## config.mk

```make
export PLATFORM = sky130hd
export DESIGN_NAME = fixed_latency_issuer_flat
export DESIGN_NICKNAME = d
export VERILOG_FILES = /design/src/rtl/fixed_latency_issuer_if.sv /design/src/rtl/fixed_latency_issuer.sv /design/src/flat_wrapper.sv
export SDC_FILE = /design/constraint.sdc
export NUM_CORES = 1
export LEC_CHECK = 0
export CAP_MARGIN = 20
export CORE_MARGIN = 2
export CORE_UTILIZATION = 50
export DETAILED_ROUTE_END_ITERATION = 10
export DONT_BUFFER_PORTS = 1
export HOLD_SLACK_MARGIN = 0.1
export PLACE_DENSITY = 0.74
export SETUP_SLACK_MARGIN = 0.4
export SYNTH_ARGS = -nofsm -noshare
export SYNTH_HDL_FRONTEND = slang
export SYNTH_SLANG_ARGS = --single-unit
```

## constraint.sdc

```tcl
create_clock -name clk -period 4.5 [get_ports clk]
set_input_delay 0.45 -clock clk [delete_from_list [all_inputs] [get_ports clk]]
set_output_delay 0.45 -clock clk [all_outputs]
set_load 0.02 [all_outputs]
```

## src/rtl/fixed_latency_issuer_if.sv

```systemverilog
// dti: valid/ready data stream between producer and consumer.
// Only the consumer side is used by fixed_latency_issuer.
interface dti #(
  parameter int DATA_W = 16
) ();
  logic [DATA_W-1:0] data;
  logic              valid;
  logic              ready;

  modport consumer (
    input  data,
    input  valid,
    output ready
  );

  modport producer (
    output data,
    output valid,
    input  ready
  );
endinterface

```

## src/rtl/fixed_latency_issuer.sv

```systemverilog
// fixed_latency_issuer: credit-gated issue into a fixed-latency pipe.
// Optional stall counter: define FIXED_LATENCY_ISSUER_STALL_CNT_EN.
module fixed_latency_issuer #(
  parameter  int DATA_W  = 16,
  parameter  int LATENCY = 3,
  parameter  int CREDITS = 4,
  localparam int CW      = $clog2(CREDITS + 1),
  localparam int IW      = $clog2(LATENCY + 1)
) (
  input  logic              clk,
  input  logic              rst,
  dti.consumer              din,
  output logic              issue_valid,
  output logic [DATA_W-1:0] issue_data,
  input  logic              credit_ret,
  input  logic              flush,
  output logic              flush_done,
  output logic [CW-1:0]     credits,
  output logic [IW-1:0]     inflight,
  output logic              credit_err
`ifdef FIXED_LATENCY_ISSUER_STALL_CNT_EN
  ,
  output logic [31:0]       stall_cnt
`endif
);

  typedef enum logic {
    RUN,
    DRAIN
  } state_t;

  state_t             state;
  logic [LATENCY-1:0] pipe;
  logic [LATENCY:0]   pipe_nx;
  logic               pipe_exit;
  logic               hs;
  logic               cred_full;
  logic               drained;

  assign din.ready = !rst && (state == RUN)
                     && (credits != '0);
  assign hs        = din.valid && din.ready;
  assign cred_full = credits == CW'(CREDITS);
  assign pipe_nx   = {pipe, issue_valid};
  assign pipe_exit = pipe[LATENCY-1];
  assign drained   = (inflight == '0) && !issue_valid;

  // Drain completes in the cycle nothing is left in flight.
  assign flush_done = !rst && (state == DRAIN) && drained;

  // Issue register: one-cycle strobe, data held between issues.
  always_ff @(posedge clk) begin
    if (rst) begin
      issue_valid <= 1'b0;
      issue_data  <= '0;
    end else begin
      issue_valid <= hs;
      if (hs)
        issue_data <= din.data;
    end
  end

  // Credit pool; a return into a full pool is an overflow.
  always_ff @(posedge clk) begin
    if (rst) begin
      credits    <= CW'(CREDITS);
      credit_err <= 1'b0;
    end else if (credit_ret && !hs && cred_full) begin
      credit_err <= 1'b1;
    end else if (hs && !credit_ret) begin
      credits <= credits - CW'(1);
    end else if (!hs && credit_ret) begin
      credits <= credits + CW'(1);
    end
  end

  // Shadow of the downstream pipe and its occupancy.
  always_ff @(posedge clk) begin
    if (rst) begin
      pipe     <= '0;
      inflight <= '0;
    end else begin
      pipe <= pipe_nx[LATENCY-1:0];
      unique case ({issue_valid, pipe_exit})
        2'b10:   inflight <= inflight + IW'(1);
        2'b01:   inflight <= inflight - IW'(1);
        default: inflight <= inflight;
      endcase
    end
  end

  // RUN accepts work; DRAIN waits for the pipe to empty.
  always_ff @(posedge clk) begin
    if (rst) begin
      state <= RUN;
    end else begin
      unique case (state)
        RUN:     if (flush)   state <= DRAIN;
        DRAIN:   if (drained) state <= RUN;
        default: state <= RUN;
      endcase
    end
  end

`ifdef FIXED_LATENCY_ISSUER_STALL_CNT_EN
  // Cycles the producer was held off.
  always_ff @(posedge clk) begin
    if (rst)
      stall_cnt <= '0;
    else if (din.valid && !din.ready)
      stall_cnt <= stall_cnt + 32'd1;
  end
`endif

endmodule

```

## src/flat_wrapper.sv

```systemverilog
// flat-port wrapper written by rule: the top's interface ports become plain ports
module fixed_latency_issuer_flat 
#(
  parameter  int DATA_W  = 16,
  parameter  int LATENCY = 3,
  parameter  int CREDITS = 4,
  localparam int CW      = $clog2(CREDITS + 1),
  localparam int IW      = $clog2(LATENCY + 1)
)
  (clk, rst, issue_valid, issue_data, credit_ret, flush, flush_done, credits, inflight, credit_err, din_data, din_valid, din_ready);
  dti #(.DATA_W(DATA_W)) din_i ();
  input  logic clk;
  input  logic rst;
  output logic issue_valid;
  output logic [DATA_W-1:0] issue_data;
  input  logic credit_ret;
  input  logic flush;
  output logic flush_done;
  output logic [CW-1:0] credits;
  output logic [IW-1:0] inflight;
  output logic credit_err;
  input wire logic [$bits(din_i.data)-1:0] din_data;
  input wire logic [$bits(din_i.valid)-1:0] din_valid;
  output wire logic [$bits(din_i.ready)-1:0] din_ready;
  assign din_i.data = din_data;
  assign din_i.valid = din_valid;
  assign din_ready = din_i.ready;
  fixed_latency_issuer #(.DATA_W(DATA_W), .LATENCY(LATENCY), .CREDITS(CREDITS)) u_core (.clk(clk), .rst(rst), .din(din_i), .issue_valid(issue_valid), .issue_data(issue_data), .credit_ret(credit_ret), .flush(flush), .flush_done(flush_done), .credits(credits), .inflight(inflight), .credit_err(credit_err));
endmodule
```

==> flow_metrics.tcl, run 1 <==
set metrics [dict create \
    postRouteAntennaNets 0 \
    status "complete, no violations" \
    grt_max_degree 34 \
    drtIter0Drc 9 \
    synth_warnings 0 \
    start_util_pct 54.5 \
    gp_congestion 0.692 \
    avgSynthCellArea_um2 8.67 \
    design.die.area_um2 2590 \
    ys_seq_elements 27 \
    path_max_fanout 21 \
    ys.flop_type "dfxtp_1" \
    clock_power_share_pct 22.8 \
    postCtsSetupRepairBufs 0 \
    tightest_slew_ns 0.647 \
    dp_cells 147 \
    synthesis.area_um2 1100 \
    p_int_w 0.000310 \
    cts.clk_slew.worst_paths_ns 0.14 \
    grt_setup_unrepaired "no" \
    final.setup_skew_ns 0.00909 \
    io_pins 46 \
    p_leak_nw 0.410 \
    path_class "reg2reg" \
    cts_htree_levels 1 \
    crit_path_start_kind "register" \
    dr.pass1.iters 4 \
    slew_viol_final 0 \
    post_drt_wl_per_cell_um 13.5 \
    die_y_um 50.9 \
    synthArstFlopShare_pct 0 \
    ys_seq_area_share_pct 49.1 \
    crit_path_end_kind "register" \
    ctsHoldBuffers 0 \
    cpPeakStageDelay_ns 0.59 \
    seqPwrFrac_pct 65.5 \
    min_period_ns 2.48 \
    setup_violations 0 \
    cpMostUsedCell "mux2i_1" \
    synth_cell_types 33 \
    worstPathCellList "nor3_2 -> nand2b_2 -> inv_2 -> nand2b_1 -> fa_1 -> nor2b_1 -> mux2i_1 -> mux2i_1" \
    cts_tree "yes" \
    fmax_ghz 0.402 \
    fin_tns_setup_ns 0 \
    clockBufferDepth 2 \
    via_per_inst 5.45 \
    diodes 0 \
    core_area_um2 2020 \
    nets 148 \
    cts_buffers 3 \
    synth-edff-count 0 \
    grt_pass1_vias 775 \
    fp-row-count 16 \
    num_vias 823 \
    grt_pass1_wl_um 3390 \
    critPathRequiredTime_ns 4.75 \
    antenna_found_initial 0 \
    place.port_buffers 0 \
    die_x_um 50.9 \
    slowest_stage "dfxtp_1" \
    final_cells 151 \
    power_frac_comb_pct 11.7 \
    p_sw_share_pct 28.9 \
    ctsResizeCount 0 \
    syn_to_final_growth_pct 1.36 \
    syn_inst 127 \
    grtUsageTotal_pct 17.0 \
    min_path_type "in2reg" \
    wl_um 2040 \
    post-place-ws_ns 2.03 \
    syn_nets 150 \
    maxCapViolCount 0 \
    grt_overflow 0 \
    arrival_ns 2.73 \
    peakVddDrop_mv 0.325 \
    placed_cell_area_um2 1090 \
    hpwlAfterDp_um 1500 \
    drcViolationCount 0 \
    hold_violations 0 \
    power_w 0.000436 \
    clk_latency_ns 0.31 \
    post-route-period-util_pct 55.2 \
    power.density_nw_per_um2 390 \
    fin_ws_ns 2.02 \
    final_cell_area_um2 1120 \
    net-switching-power_w 0.000126 \
    drive_gt1_share_pct 6.45 \
    cts_num_sinks 27 \
    max_slew_margin_pct 56.6 \
    cts-root-buf "clkbuf_4" \
]
path summary, 6_finish.rpt:
path | startpoint | end | slack, ns | cells past startpoint
worst min register to register | u_core.pipe[0] | u_core.pipe[1] | 0.46 | 1
worst min-delay path | rst | u_core.issue_data[0] | 0.19 | 1
worst max-delay path | u_core.credits[1] | u_core.credits[2] | 2.02 | 8
worst max register to register | u_core.credits[1] | u_core.credits[2] | 2.02 | 8
power by group through the flow:
| stage | combinational [W] | sequential [W] | clock, W |
|---|---|---|---|
| final | 0.0000508 | 0.000285 | 0.0000994 |
| after global routing | 0.0000589 | 0.000289 | 0.000116 |
| after CTS | 0.0000515 | 0.000286 | 0.000104 |
| after detailed placement | 0.0000513 | 0.000291 | 0 |
| after global placement | 0.0000483 | 0.000291 | 0 |
| after floorplan | 0.0000506 | 0.000287 | 0 |
critical path, delay by kind of cell, from the launching register on:
family	cells	cell delay (ns)
fa+ha+maj	1	0.38
buf+inv	1	0.36
simple gates	4	0.71
flops	1	0.59
mux	2	0.38
cell usage after synthesis, types with 2 or more instances:
cell type	n	share of area, %
inv_1	3	1.0
nor2b_1	4	2.3
clkbuf_1	2	0.68
a31oi_1	2	1.1
a21oi_1	17	7.7
buf_6	2	2.0
nand2_1	33	11
nor3b_1	3	2.0
nor2_1	8	2.7
mux2i_1	3	2.7
dfxtp_1	27	49
nor3_1	2	0.91
cell type report:
cell class,count,area [µm²]
Inverter,4,15.0
Sequential cell,27,541
Multi-Input combinational cell,89,499
Clock inverter,1,5.00
Clock buffer,3,22.5
Tap cell,27,33.8
Fill cell,195,906
sequential cells by signal, indices dropped and copies added (netlist names):
signal / cells
u_core.credit_err: 1
u_core.credits: 3
u_core.inflight: 2
u_core.issue_data: 16
u_core.issue_valid: 1
u_core.pipe: 3
u_core.state: 1
cells in the final DEF, fill, tap and decap left out:
master / instances
a211oi_1: 1
a21oi_1: 17
a31oi_1: 2
and2_1: 1
and3b_1: 1
and4b_1: 1
clkbuf_4: 3
clkinv_2: 1
dfxtp_1: 27
fa_1: 1
ha_1: 1
inv_1: 3
inv_2: 1
mux2_1: 1
mux2i_1: 3
nand2_1: 33
nand2b_1: 1
nand2b_2: 1
nor2_1: 8
nor2b_1: 4
nor3_1: 2
nor3_2: 1
nor3b_1: 3
nor3b_2: 1
o21ai_0: 1
o41ai_1: 1
or3_1: 1
or3b_1: 1
xnor2_1: 1
xor2_1: 1
stage by stage:
stage | utilization [%] | hold WS, ns
finish | 55.2 | 0.191
global route | 55.2 | 0.148
CTS | 55.2 | 0.169
detailed placement | 53.8 | 0.424
global placement | 53.8 | 0.430
floorplan | - | 0.414
logic make-up after synthesis:
group,share of synthesized area [%]
simple gates,26.3
flops,49.1
compound gates,10.8
buf+inv,5.57
mux,3.75
xor+xnor,1.59
fa+ha+maj,2.95
metal layers:
metal | routed length [µm] | part of all wire, % | global-route usage [%] | up-vias
met5 | 0 | 0 | 0 | -
met1 | 831 | 41 | 20.2 | 382
met3 | 172 | 8.4 | 7.60 | 2
met4 | 12 | 0.59 | 2.70 | 0
li1 | - | - | - | 410
met2 | 1020 | 50 | 28.6 | 29
Power figures use the tool's default switching activity.
==> inputs of run 2 (changes only) <==
Settings changed: ABC_AREA set to 1.
Clock period 4.5 ns to 2.3 ns, I/O delays scaled along.
==> run 2 against run 1 <==
Net effect:
- clock-buffer cell count is the same
- cell count up 25%
- area after synthesis is 4.3% higher
- die area is 4.0% higher
- clock power up 110%
- largest cell class unchanged
==> flow_metrics.tcl, run 2 <==
set metrics [dict create \
    synth_cell_types 27 \
    multi_input_area_um2 517 \
    grt_pass1_vias 989 \
    post-route-period-util_pct 78.2 \
    drtIter0Drc 11 \
    nets 184 \
    net-switching-power_w 0.000296 \
    rr_worst_depth 10 \
    min_path_cells 3 \
    path_max_fanout 19 \
    yosys-top-cells-area "dfxtp_1 (47%), nand2_1 (10%), a21oi_2 (7.6%)" \
    peakVddDrop_mv 0.472 \
    hpwlAfterDp_um 1580 \
    regMostFlops "u_core.issue_data" \
    grt_pass1_wl_um 4100 \
    clk_latency_ns 0.32 \
    final_common_cell "nand2_1" \
    drcViolationCount 0 \
    cts.clk_slew.worst_paths_ns 0.16 \
    diodes 0 \
    ys.flop_type "dfxtp_1" \
    busiest_layer "met2" \
    hp-start "credit_ret" \
    whs_endpoint "u_core.credits[2]" \
    clockBufferDepth 2 \
    seqPwrFrac_pct 59.6 \
    whs_ns 0.118 \
    fin_tns_setup_ns 0 \
    fill_cells 178 \
    syn_inst 135 \
    place.port_buffers 0 \
    avgSynthCellArea_um2 8.51 \
    fmax_ghz 0.556 \
    die_x_um 51.9 \
    path_class "reg2reg" \
    cts-root-buf "clkbuf_4" \
    seq_area_um2 549 \
    setup_violations 0 \
    start_util_pct 52.4 \
    critPathRequiredTime_ns 2.53 \
    num_vias 943 \
    fp-row-count 17 \
    design.die.area_um2 2700 \
    final_cells 188 \
    synth_top_cell_by_area "dfxtp_1" \
    grt_util_met2_pct 36.3 \
    synth_warnings 0 \
    syn_to_final_growth_pct 25.2 \
    gp_congestion 0.760 \
    tightest_slew_ns 0.552 \
    power_frac_comb_pct 18.3 \
    slew_viol_final 0 \
    wl_um 2420 \
    post-place-ws_ns 0.353 \
    met1_usage_pct 24.2 \
    maxCapViolCount 0 \
    r2r_setup_slack_ns 0.50 \
    core_area_um2 2190 \
    grt_max_degree 23 \
    synthArstFlopShare_pct 0 \
    cts_buffers 3 \
    arrival_ns 2.03 \
    io_pins 46 \
    synth_top_area_share_pct 47.1 \
    antenna_found_initial 0 \
    grtUsageTotal_pct 20.3 \
    rr_startpoint "u_core.credits[0]" \
    via_per_inst 5.02 \
    ys_seq_area_share_pct 47.1 \
    crit_path_end_kind "register" \
    synthesis.area_um2 1150 \
    clock_power_share_pct 22.1 \
    cts_htree_levels 1 \
    grt_overflow 0 \
    die_y_um 51.9 \
    crit_path_start_kind "register" \
    p_sw_share_pct 31.3 \
    final_cell_mix "nand2_1 (32), dfxtp_1 (24), dlygate4sd3_1 (23)" \
    power.density_nw_per_um2 658 \
    synth-edff-count 0 \
    cts_tree "yes" \
    drive_gt1_share_pct 21.9 \
    postRouteAntennaNets 0 \
    syn_nets 158 \
    r2r-end "u_core.credits[2]" \
    ys_seq_elements 27 \
    cts_num_sinks 27 \
    p_int_w 0.000649 \
    final.setup_skew_ns 0.0142 \
    status "complete, no violations" \
    max_slew_margin_pct 63.2 \
    post_drt_wl_per_cell_um 12.9 \
    grt_setup_unrepaired "yes" \
    largest_reg_flops 16 \
    min_path_type "in2reg" \
    yosysMostFrequentCell "nand2_1" \
    dp_cells 161 \
    use_met3_pct 3.74 \
    ys_top_cells_by_count "nand2_1 (32), dfxtp_1 (27), a21oi_2 (10), inv_1 (10), nand2_2 (10)" \
    dr.pass1.iters 4 \
    min_period_ns 1.80 \
    fin_ws_ns 0.501 \
    hold_violations 0 \
    p_leak_nw 0.594 \
    reg.largest.list "u_core.issue_data: 16 flops, u_core.credits: 3 flops, u_core.pipe: 3 flops" \
]
==> run 2: repair_timing <==
item | 4_1_cts | 5_1_grt
hold endpoints to repair | 23 | 0
gates resized for setup | 2 | 6
hold buffers | 23 | 0
buffers inserted | 0 | 0
endpoints found under the setup margin | 2 | 16
==> run 2: how the worst max path moves through the flow <==
stage | start | endpoint
after floorplan | u_core.credits[2] | u_core.credits[2]
after global placement | u_core.credits[0] | u_core.credits[2]
after detailed placement | u_core.credits[0] | u_core.credits[2]
after CTS | u_core.credits[0] | u_core.credits[2]
after global routing | u_core.state | u_core.credits[2]
final | u_core.credits[0] | u_core.credits[2]
==> run 2: critical path: stages, from the launching register on <==
cell     delay, ns
dfxtp_4       0.42
nor2_2        0.06
nand2_1       0.06
nand3_2       0.12
inv_6         0.16
nand2_1       0.14
fa_1          0.42
inv_1         0.09
nand4_1       0.09
nand3_1       0.08
nand3_1       0.07
==> run 2: power groups by stage <==
stage | Clock, W | Sequential (W) | Combinational, W
final | 0.000209 | 0.000564 | 0.000173
after global routing | 0.000232 | 0.000570 | 0.000194
after CTS | 0.000213 | 0.000563 | 0.000170
after detailed placement | 0 | 0.000572 | 0.000139
after global placement | 0 | 0.000570 | 0.000134
after floorplan | 0 | 0.000568 | 0.000128
==> run 2: layout make-up <==
cell class | count | share of cell area, %
sequential | 27 | 38.2
multi-input combinational | 92 | 35.9
timing repair buffer | 26 | 18.1
inverter | 11 | 3.22
tap | 28 | 2.44
clock buffer | 3 | 1.57
clock inverter | 1 | 0.522
==> run 2: stage by stage <==
| step | power, W | utilization, % | area, µm² |
|---|---|---|---|
| after floorplan | 0.000695 | - | 1150 |
| after global placement | 0.000704 | 52.9 | 1160 |
| after detailed placement | 0.000711 | 52.9 | 1160 |
| after CTS | 0.000946 | 64.9 | 1420 |
| after global routing | 0.000996 | 65.6 | 1440 |
| final | 0.000945 | 65.6 | 1440 |
==> run 2: kinds of logic after synthesis <==
kind of cell	synth area share, %
flip-flops	47.1
adder cells (fa/ha/maj)	2.83
AO/OA/AOI/OAI	13.7
AND/OR/NAND/NOR	27.7
buffers and inverters	7.95
XOR/XNOR	0.763
==> run 2: routing by layer <==
| layer | up-vias | wire (µm) |
|---|---|---|
| met5 | - | 0 |
| met4 | 0 | 9 |
| met3 | 2 | 155 |
| met2 | 27 | 1230 |
| met1 | 434 | 1020 |
| li1 | 480 | - |
==> inputs of run 3 (changes only) <==
Settings changed: ABC_AREA 1 to 0, PLACE_DENSITY 0.74 to 0.77.
Clock period 2.3 ns to 1.6 ns, I/O delays scaled along.
==> run 3 against run 2 <==
Net effect:
- the run now ends with negative hold slack, negative setup slack left
- clock-buffer cell count is the same
- cell area up 14%
- largest cell class is now multi-input gates
- power increased by 55%
- critical path type unchanged
- critical path depth down 2
- sequential power is 42% higher
- non-clock buffer count unchanged
- critical endpoint unchanged
- first-iteration DRC count up 64%
==> flow_metrics.tcl, run 3 (synthesized netlist as in run 1, its figures left out) <==
set metrics [dict create \
    status "finished, violations left" \
    violations "negative hold slack, negative setup slack" \
    die_x_um 50.9 \
    net-switching-power_w 0.000467 \
    final.setup_skew_ns 0.00478 \
    drtIter0Drc 18 \
    final_cells 177 \
    antenna_found_initial 0 \
    critPathRequiredTime_ns 1.87 \
    path_max_fanout 2 \
    hold_violations 22 \
    grt_setup_unrepaired "yes" \
    grt_pass1_wl_um 4040 \
    clk_latency_ns 0.33 \
    cts_htree_levels 1 \
    fp-row-count 16 \
    post_drt_wl_per_cell_um 18.1 \
    seqPwrFrac_pct 54.7 \
    setup_violations 19 \
    fill_cells 119 \
    dp_cells 155 \
    cts_buffers 3 \
    io_pins 46 \
    whs_ns -0.120 \
    start_util_pct 54.5 \
    power_frac_comb_pct 24.0 \
    p_sw_share_pct 31.8 \
    min_path_type "in2reg" \
    p_leak_nw 0.635 \
    arrival_ns 2.09 \
    drive_gt1_share_pct 49.3 \
    maxCapViolCount 0 \
    cts_num_sinks 27 \
    cpMostUsedCell "nand2b_4" \
    design.die.area_um2 2590 \
    final_common_cell "dfxtp_1" \
    grt_max_degree 34 \
    wl_um 3210 \
    p_int_w 0.00100 \
    diodes 0 \
    regMostFlops "u_core.issue_data" \
    power_w 0.00147 \
    fin_ws_ns -0.218 \
    final_cell_mix "dfxtp_1 (20), nand2_1 (19), nand2_2 (12), buf_4 (10), a21oi_2 (9)" \
    cts.clk_slew.worst_paths_ns 0.16 \
    drcViolationCount 0 \
    peakVddDrop_mv 0.720 \
    dr.pass1.iters 4 \
    ctsHoldBuffers 4 \
    crit_path_end_kind "register" \
    die_y_um 50.9 \
    post-place-ws_ns -0.175 \
    grtUsageTotal_pct 20.4 \
    cts_tree "yes" \
    clock_power_share_pct 21.4 \
    worstPathCellList "nor3b_4 -> nand2b_4 -> inv_4 -> nand2b_4 -> fa_2 -> nor2b_4 -> mux2i_2 -> mux2i_1" \
    reg.largest.list "u_core.issue_data: 16 flops, u_core.credits: 3 flops, u_core.pipe: 3 flops" \
    path_class "reg2reg" \
    fmax_ghz 0.550 \
    seq_area_um2 564 \
    clockBufferDepth 2 \
    num_vias 1011 \
    grt_pass1_vias 932 \
    tightest_slew_ns 0.570 \
    grt_overflow 0 \
    fin_tns_setup_ns -1.50 \
    multi_input_area_um2 693 \
    core_area_um2 2020 \
    largest_reg_flops 16 \
    slew_viol_final 0 \
    gp_congestion 0.725 \
    min_period_ns 1.82 \
    nets 174 \
    postRouteAntennaNets 0 \
    power.density_nw_per_um2 895 \
    max_slew_margin_pct 61.9 \
    crit_path_start_kind "register" \
    hpwlAfterDp_um 1600 \
    syn_to_final_growth_pct 48.7 \
    slowest_stage "fa_2" \
    post-route-period-util_pct 114 \
    via_per_inst 5.71 \
    cts-root-buf "clkbuf_4" \
    place.port_buffers 0 \
    cpPeakStageDelay_ns 0.39 \
]
==> run 3: worst paths after layout <==
kind / start / end / slack [ns] / depth (start not counted)
hold / removal: rst / u_core.inflight[1] / -0.12 / 1
setup / recovery: u_core.state / u_core.credits[2] / -0.22 / 8
setup reg to reg: u_core.state / u_core.credits[2] / -0.22 / 8
hold reg to reg: u_core.issue_data[5] / u_core.issue_data[5] / 0.56 / 2
==> run 3: routing by layer <==
layer / track usage [%] / routed length (µm) / vias to the layer above
met1: 22.5 / 1220 / 488
met2: 38.7 / 1720 / 43
met3: 4.97 / 166 / 13
li1: - / - / 467
met4: 4.95 / 99 / 0
met5: 0 / 0 / -
==> run 3: timing repair <==
| action | CTS | global route |
|---|---|---|
| endpoints found under the hold margin | 26 | 23 |
| cloned | 1 | 1 |
| endpoints found under the setup margin | 23 | 24 |
| buffers inserted | 4 | 8 |
| pin swaps | 22 | 9 |
| gates resized for setup | 27 | 37 |
==> run 3: power groups by stage <==
stage | Sequential, W | Clock [W] | Combinational (W)
CTS | 0.000792 | 0.000302 | 0.000258
global route | 0.000807 | 0.000338 | 0.000379
finish | 0.000801 | 0.000313 | 0.000352
detailed placement | 0.000800 | 0 | 0.000201
global placement | 0.000797 | 0 | 0.000191
floorplan | 0.000809 | 0 | 0.000149
==> run 3: per-stage QoR <==
stage | utilization (%) | cell area [µm²]
floorplan | - | 1140
global placement | 58.8 | 1190
detailed placement | 58.8 | 1190
CTS | 69.9 | 1410
global route | 81.0 | 1640
finish | 81.0 | 1640
==> run 3: layout make-up <==
type	instances	share of cell area, %
multi-input combinational	89	42.3
sequential	27	34.5
timing repair buffer	26	18.2
tap	27	2.06
clock buffer	3	1.38
inverter	4	1.22
clock inverter	1	0.382
==> run 3: worst max-delay path, delay by kind of cell, from the launching register on <==
kind	cells	cell delay [ns]
fa+ha+maj	1	0.39
buf+inv	1	0.07
flops	1	0.38
mux	2	0.35
simple gates	4	0.56
